--- config.mk ---
export PLATFORM = sky130hd
export DESIGN_NAME = jtdd_snd_out
export DESIGN_NICKNAME = d
export VERILOG_FILES = /design/src/rtl/jtdd_pkg.sv /design/src/rtl/jtdd_dcrm.sv /design/src/rtl/jtdd_snd_out.sv
export SDC_FILE = /design/constraint.sdc
export NUM_CORES = 1
export LEC_CHECK = 0
export CAP_MARGIN = 20
export CORE_MARGIN = 8
export CORE_UTILIZATION = 57
export DETAILED_ROUTE_END_ITERATION = 10
export GPL_TIMING_DRIVEN = 0
export PLACE_DENSITY = 0.85
export SETUP_SLACK_MARGIN = 0.5
export SLEW_MARGIN = 10
export SYNTH_ARGS = -nofsm -noshare
export SYNTH_HDL_FRONTEND = slang
export SYNTH_SLANG_ARGS = --single-unit
--- constraint.sdc ---
create_clock -name clk -period 6.4 [get_ports clk]
set_input_delay 1.28 -clock clk [delete_from_list [all_inputs] [get_ports clk]]
set_output_delay 1.28 -clock clk [all_outputs]
set_load 0.02 [all_outputs]
--- src/rtl/jtdd_pkg.sv ---
// rtl/jtdd_pkg.sv - shared widths, output limits and fxlevel-to-gain mapping for the jtdd sound path
package jtdd_pkg;

    localparam int SND_W = 16;
    localparam int HP_W  = 17;
    localparam int ACC_W = 24;
    localparam int S2_W  = 20;

    localparam logic signed [S2_W-1:0] OUT_MAX  = 20'sd32767;
    localparam logic signed [S2_W-1:0] OUT_MIN  = -20'sd32768;
    localparam logic        [7:0]      CLIP_MAX = 8'd255;

    // Gain applied before the >>>1, so 1..4 maps to x0.5 .. x2
    function automatic logic [2:0] fx_gain(input logic [1:0] fx);
        return {1'b0, fx} + 3'd1;
    endfunction

endpackage

--- src/rtl/jtdd_dcrm.sv ---
// rtl/jtdd_dcrm.sv - leaky-integrator DC removal; dout is combinational, the accumulator steps on valid
module jtdd_dcrm
    import jtdd_pkg::*;
(
    input  logic                    clk,
    input  logic                    rst,
    input  logic                    valid,
    input  logic signed [SND_W-1:0] din,
    output logic signed [HP_W-1:0]  dout
);

    logic signed [ACC_W-1:0] dc_acc_q, dc_acc_d;

    always_comb begin
        dout     = {din[SND_W-1], din} - {dc_acc_q[ACC_W-1], dc_acc_q[ACC_W-1:8]};
        dc_acc_d = dc_acc_q;
        if (valid) begin
            dc_acc_d = dc_acc_q + {{(ACC_W-HP_W){dout[HP_W-1]}}, dout};
        end
    end

    always_ff @(posedge clk) begin
        if (rst) begin
            dc_acc_q <= '0;
        end else begin
            dc_acc_q <= dc_acc_d;
        end
    end

endmodule

--- src/rtl/jtdd_snd_out.sv ---
// rtl/jtdd_snd_out.sv - 3-stage sound output conditioner; JTDD_SND_DCRM_EN enables DC removal in S1
module jtdd_snd_out
    import jtdd_pkg::*;
(
    input  logic                    clk,
    input  logic                    rst,
    input  logic signed [SND_W-1:0] snd_in,
    input  logic                    sample_in,
    input  logic [1:0]              fxlevel,
    input  logic                    enable,
    input  logic                    clip_clr,
    output logic signed [SND_W-1:0] snd_out,
    output logic                    sample_out,
    output logic [7:0]              clip_cnt
);

    logic signed [HP_W-1:0]  hp_w;
    logic                    s1_v_q, s1_v_d;
    logic signed [HP_W-1:0]  s1_hp_q, s1_hp_d;
    logic                    s2_v_q, s2_v_d;
    logic signed [SND_W-1:0] s2_val_q, s2_val_d;
    logic                    s2_clip_q, s2_clip_d;
    logic signed [SND_W-1:0] snd_out_q, snd_out_d;
    logic                    sample_out_q, sample_out_d;
    logic [7:0]              clip_cnt_q, clip_cnt_d;
    logic signed [S2_W-1:0]  hp_ext, gain_ext, prod_full, prod;

`ifdef JTDD_SND_DCRM_EN
    jtdd_dcrm u_dcrm (
        .clk   (clk),
        .rst   (rst),
        .valid (sample_in),
        .din   (snd_in),
        .dout  (hp_w)
    );
`else
    always_comb hp_w = {snd_in[SND_W-1], snd_in};
`endif

    always_comb begin
        s1_v_d  = sample_in;
        s1_hp_d = sample_in ? hp_w : s1_hp_q;

        // fxlevel is read here, in the token's S2 cycle
        hp_ext    = {{(S2_W-HP_W){s1_hp_q[HP_W-1]}}, s1_hp_q};
        gain_ext  = {{(S2_W-3){1'b0}}, fx_gain(fxlevel)};
        prod_full = hp_ext * gain_ext;
        prod      = prod_full >>> 1;

        s2_v_d    = s1_v_q;
        s2_val_d  = s2_val_q;
        s2_clip_d = s2_clip_q;
        if (s1_v_q) begin
            s2_clip_d = 1'b1;
            if (prod > OUT_MAX) begin
                s2_val_d = OUT_MAX[SND_W-1:0];
            end else if (prod < OUT_MIN) begin
                s2_val_d = OUT_MIN[SND_W-1:0];
            end else begin
                s2_val_d  = prod[SND_W-1:0];
                s2_clip_d = 1'b0;
            end
        end

        sample_out_d = s2_v_q;
        snd_out_d    = snd_out_q;
        if (s2_v_q) begin
            snd_out_d = enable ? s2_val_q : '0;
        end

        // A clear wins over a same-cycle increment
        clip_cnt_d = clip_cnt_q;
        if (clip_clr) begin
            clip_cnt_d = '0;
        end else if (s2_v_q && s2_clip_q && clip_cnt_q != CLIP_MAX) begin
            clip_cnt_d = clip_cnt_q + 8'd1;
        end
    end

    always_ff @(posedge clk) begin
        if (rst) begin
            s1_v_q       <= 1'b0;
            s1_hp_q      <= '0;
            s2_v_q       <= 1'b0;
            s2_val_q     <= '0;
            s2_clip_q    <= 1'b0;
            snd_out_q    <= '0;
            sample_out_q <= 1'b0;
            clip_cnt_q   <= '0;
        end else begin
            s1_v_q       <= s1_v_d;
            s1_hp_q      <= s1_hp_d;
            s2_v_q       <= s2_v_d;
            s2_val_q     <= s2_val_d;
            s2_clip_q    <= s2_clip_d;
            snd_out_q    <= snd_out_d;
            sample_out_q <= sample_out_d;
            clip_cnt_q   <= clip_cnt_d;
        end
    end

    assign snd_out    = snd_out_q;
    assign sample_out = sample_out_q;
    assign clip_cnt   = clip_cnt_q;

endmodule
==> results.json <==
{
  "pwr-share-comb_pct": 21.1,
  "routed_wirelength_mm": 9.214,
  "fillers": 595,
  "grt_use_total_pct": 18.52,
  "die_y_microns": 103.2,
  "synth_edf_count": 0,
  "swShare_pct": 31.63,
  "clockPowerShare_pct": 34.3,
  "netSwitchingPower_mw": 0.2853,
  "yosys_most_used_dff": "dfxtp_1",
  "cts.root.buffer_cell": "clkbuf_8",
  "grt_use_met3_pct": 4.819,
  "cp_data_required_time_ps": 6610,
  "outcome": "completed",
  "whs_ps": 471.0,
  "avgSynthCellArea_sq_um": 8.858,
  "htreeDepth": 3,
  "timing.fmax_ghz": 0.1767,
  "crit_type": "in -> reg",
  "ys_types": 54,
  "hold_path_class": "reg -> reg",
  "finalSetupViolations": 0,
  "fp.dieW_microns": 103.2,
  "synth_area_leader_cell": "dfxtp_1",
  "first_iter_violations": 154,
  "p_per_area_nw_per_um2": 176.8,
  "die-area_sq_um": 10650,
  "finalCritPeriodShare_pct": 88.42,
  "drc": 0,
  "clockBufferDepth": 2,
  "layout.nets": 625,
  "clock-sinks": 60,
  "syn_inst": 489,
  "grt_pass1_vias": 3447,
  "grt_pass1_wl_mm": 15.55,
  "met2_usage_pct": 31.71,
  "setup_tns_ps": 0,
  "ant_nets": 0,
  "gr-usage-met1_pct": 22.13,
  "p_int_mw": 0.6165,
  "cts_tree": "yes",
  "rsz0062_at_grt": "no",
  "fin_skew_ps": 10.27,
  "cts_buffers": 9,
  "initial_core_util_pct": 59.40,
  "area_delta_synth_final_pct": 17.74,
  "antennaDiodeCount": 0,
  "fin_area_sq_um": 5100,
  "period_needed_ps": 5659,
  "overflow": 0,
  "worst_slew_pin_slew_ps": 628.6,
  "synth_fp_nets": 567,
  "maxSlewViolCount": 0,
  "seqPwrFrac_pct": 44.6,
  "coreArea_sq_um": 7292,
  "clk_pin_slew_ps": 80,
  "postPlaceCellArea_sq_um": 4916,
  "synth_area_leaders": "dfxtp_1 28%, ha_1 11%, fa_1 7.4%",
  "synth_top_area_share_pct": 27.73,
  "relSlewSlack_pct": 58.09,
  "rows": 31,
  "yosysMostFrequentCell": "inv_1",
  "drive_gt1_share_pct": 9.239,
  "hpwl_mm": 7.390,
  "ys_ff_latch": 60,
  "ys_seq_area_share_pct": 27.73,
  "ios": 48,
  "gp_congestion": 0.8154,
  "wire_per_inst_microns": 14.15,
  "critical_path.startpoint_type": "primary input",
  "grt_start_max_net_pins": 13,
  "cp.arrival_ps": 5870,
  "first_pass_iters": 4,
  "via_count": 3433,
  "syn_area_sq_um": 4332,
  "via_per_inst": 5.273,
  "hold_viol": 0,
  "leakage_nw": 2.265,
  "clkLatencyLatePin_ps": 350,
  "end_kind": "register",
  "portBuffers": 46,
  "grt-busiest-layer": "met2",
  "synthArstFlopShare_pct": 0,
  "synth_commonest_cells": "65 x inv_1, 60 x dfxtp_1, 48 x nor2_1",
  "antenna_found_initial": 0,
  "max_cap_violations": 0,
  "ir_drop_mv": 0.1519,
  "ys_warn_count": 0,
  "critPathMaxFanout": 10
}
flip-flops by register name, summed over array words and instances (netlist names):
register and flops:
clip_cnt 8, s1_hp_q 16, s1_v_q 1, s2_clip_q 1, s2_v_q 1, s2_val_q 16, sample_out 1, snd_out 16
critical path, stage by stage:
cell and delay [ps]:
clkdlybuf4s50_1 570, ha_1 460, clkbuf_2 220, and2_1 190, ha_1 290, ha_1 280
ha_1 200, inv_1 70, fa_1 370, nand2b_1 210, a21oi_2 190, o21ai_1 170
and3_1 230, a2111oi_4 470, a31oi_4 220, nor2b_4 200, buf_8 160, a211oi_2 80
placed cells by master, fill, tap and decap left out, drive strengths merged, types with 4 or more instances in the layout:
cell type,instances
clkdlybuf4s50,46
nand3,6
nand2,24
fa,16
o21ai,13
nand4,7
a21oi,23
a211oi,18
xor2,9
buf,7
ha,39
nand2b,16
clkinv,4
nor2,49
clkbuf,23
and2,32
inv,66
xnor2,7
a22o,16
dfxtp,60
mux2i,19
nor2b,15
area by class of cell:
type                    count  area, sq um  share of cell area [%]
repair buffers             47        467.9                   9.176
plain buffers              20        111.4                   2.184
clock inverters             7        51.30                   1.006
well taps                  99        123.9                   2.429
clock buffers               9        123.9                   2.429
flip-flops and latches     60         1201                   23.55
multi-input cells         344         2776                   54.44
inverters                  65        244.0                   4.784
through the flow:
| stage | instances | setup slack [ps] | power, mW | utilization (%) |
|---|---|---|---|---|
| 2_1_floorplan | 489 | 1450 | 0.5474 | - |
| 3_3_place_gp | 634 | 384.6 | 0.5901 | 67.42 |
| 3_5_place_dp | 634 | 290.1 | 0.5968 | 67.42 |
| 4_1_cts | 650 | 643.3 | 0.9056 | 69.82 |
| 5_1_grt | 651 | 502.0 | 0.9486 | 69.94 |
| 6_report | 651 | 740.9 | 0.9017 | 69.94 |
per-layer routing:
metal,up-vias,part of all wire (%)
met2,71,48
li1,1758,-
met4,0,1.9
met5,-,0
met3,14,4.2
met1,1590,46
what timing repair did:
action,in CTS,in global routing
endpoints found under the hold margin,0,0
setup buffers,0,1
resized for setup,0,2
endpoints found under the setup margin,0,11
hold buffers,0,0
logic make-up after synthesis:
logic type | share of synthesized area, %
compound gates | 17.65
fa+ha+maj | 18.66
xor+xnor | 3.235
flops | 27.73
mux | 4.390
simple gates | 20.16
buf+inv | 8.174
path summary, 6_finish.rpt:
check                   start           end  slack (ps)  cells after the start
setup / recovery   fxlevel[0]  s2_val_q[13]         740                     18
hold / removal    s2_val_q[2]    snd_out[2]         470                      1
setup reg to reg   s1_hp_q[1]  s2_val_q[13]        2550                     14
hold reg to reg   s2_val_q[2]    snd_out[2]         470                      1
power by group through the flow:
| stage | sequential [mW] | clock (mW) | combinational, mW |
|---|---|---|---|
| finish | 0.402 | 0.309 | 0.190 |
| global route | 0.404 | 0.333 | 0.212 |
| CTS | 0.402 | 0.314 | 0.189 |
| detailed placement | 0.411 | 0 | 0.186 |
| global placement | 0.409 | 0 | 0.181 |
| floorplan | 0.408 | 0 | 0.139 |
Note: power is estimated with default switching activity, not from simulation.
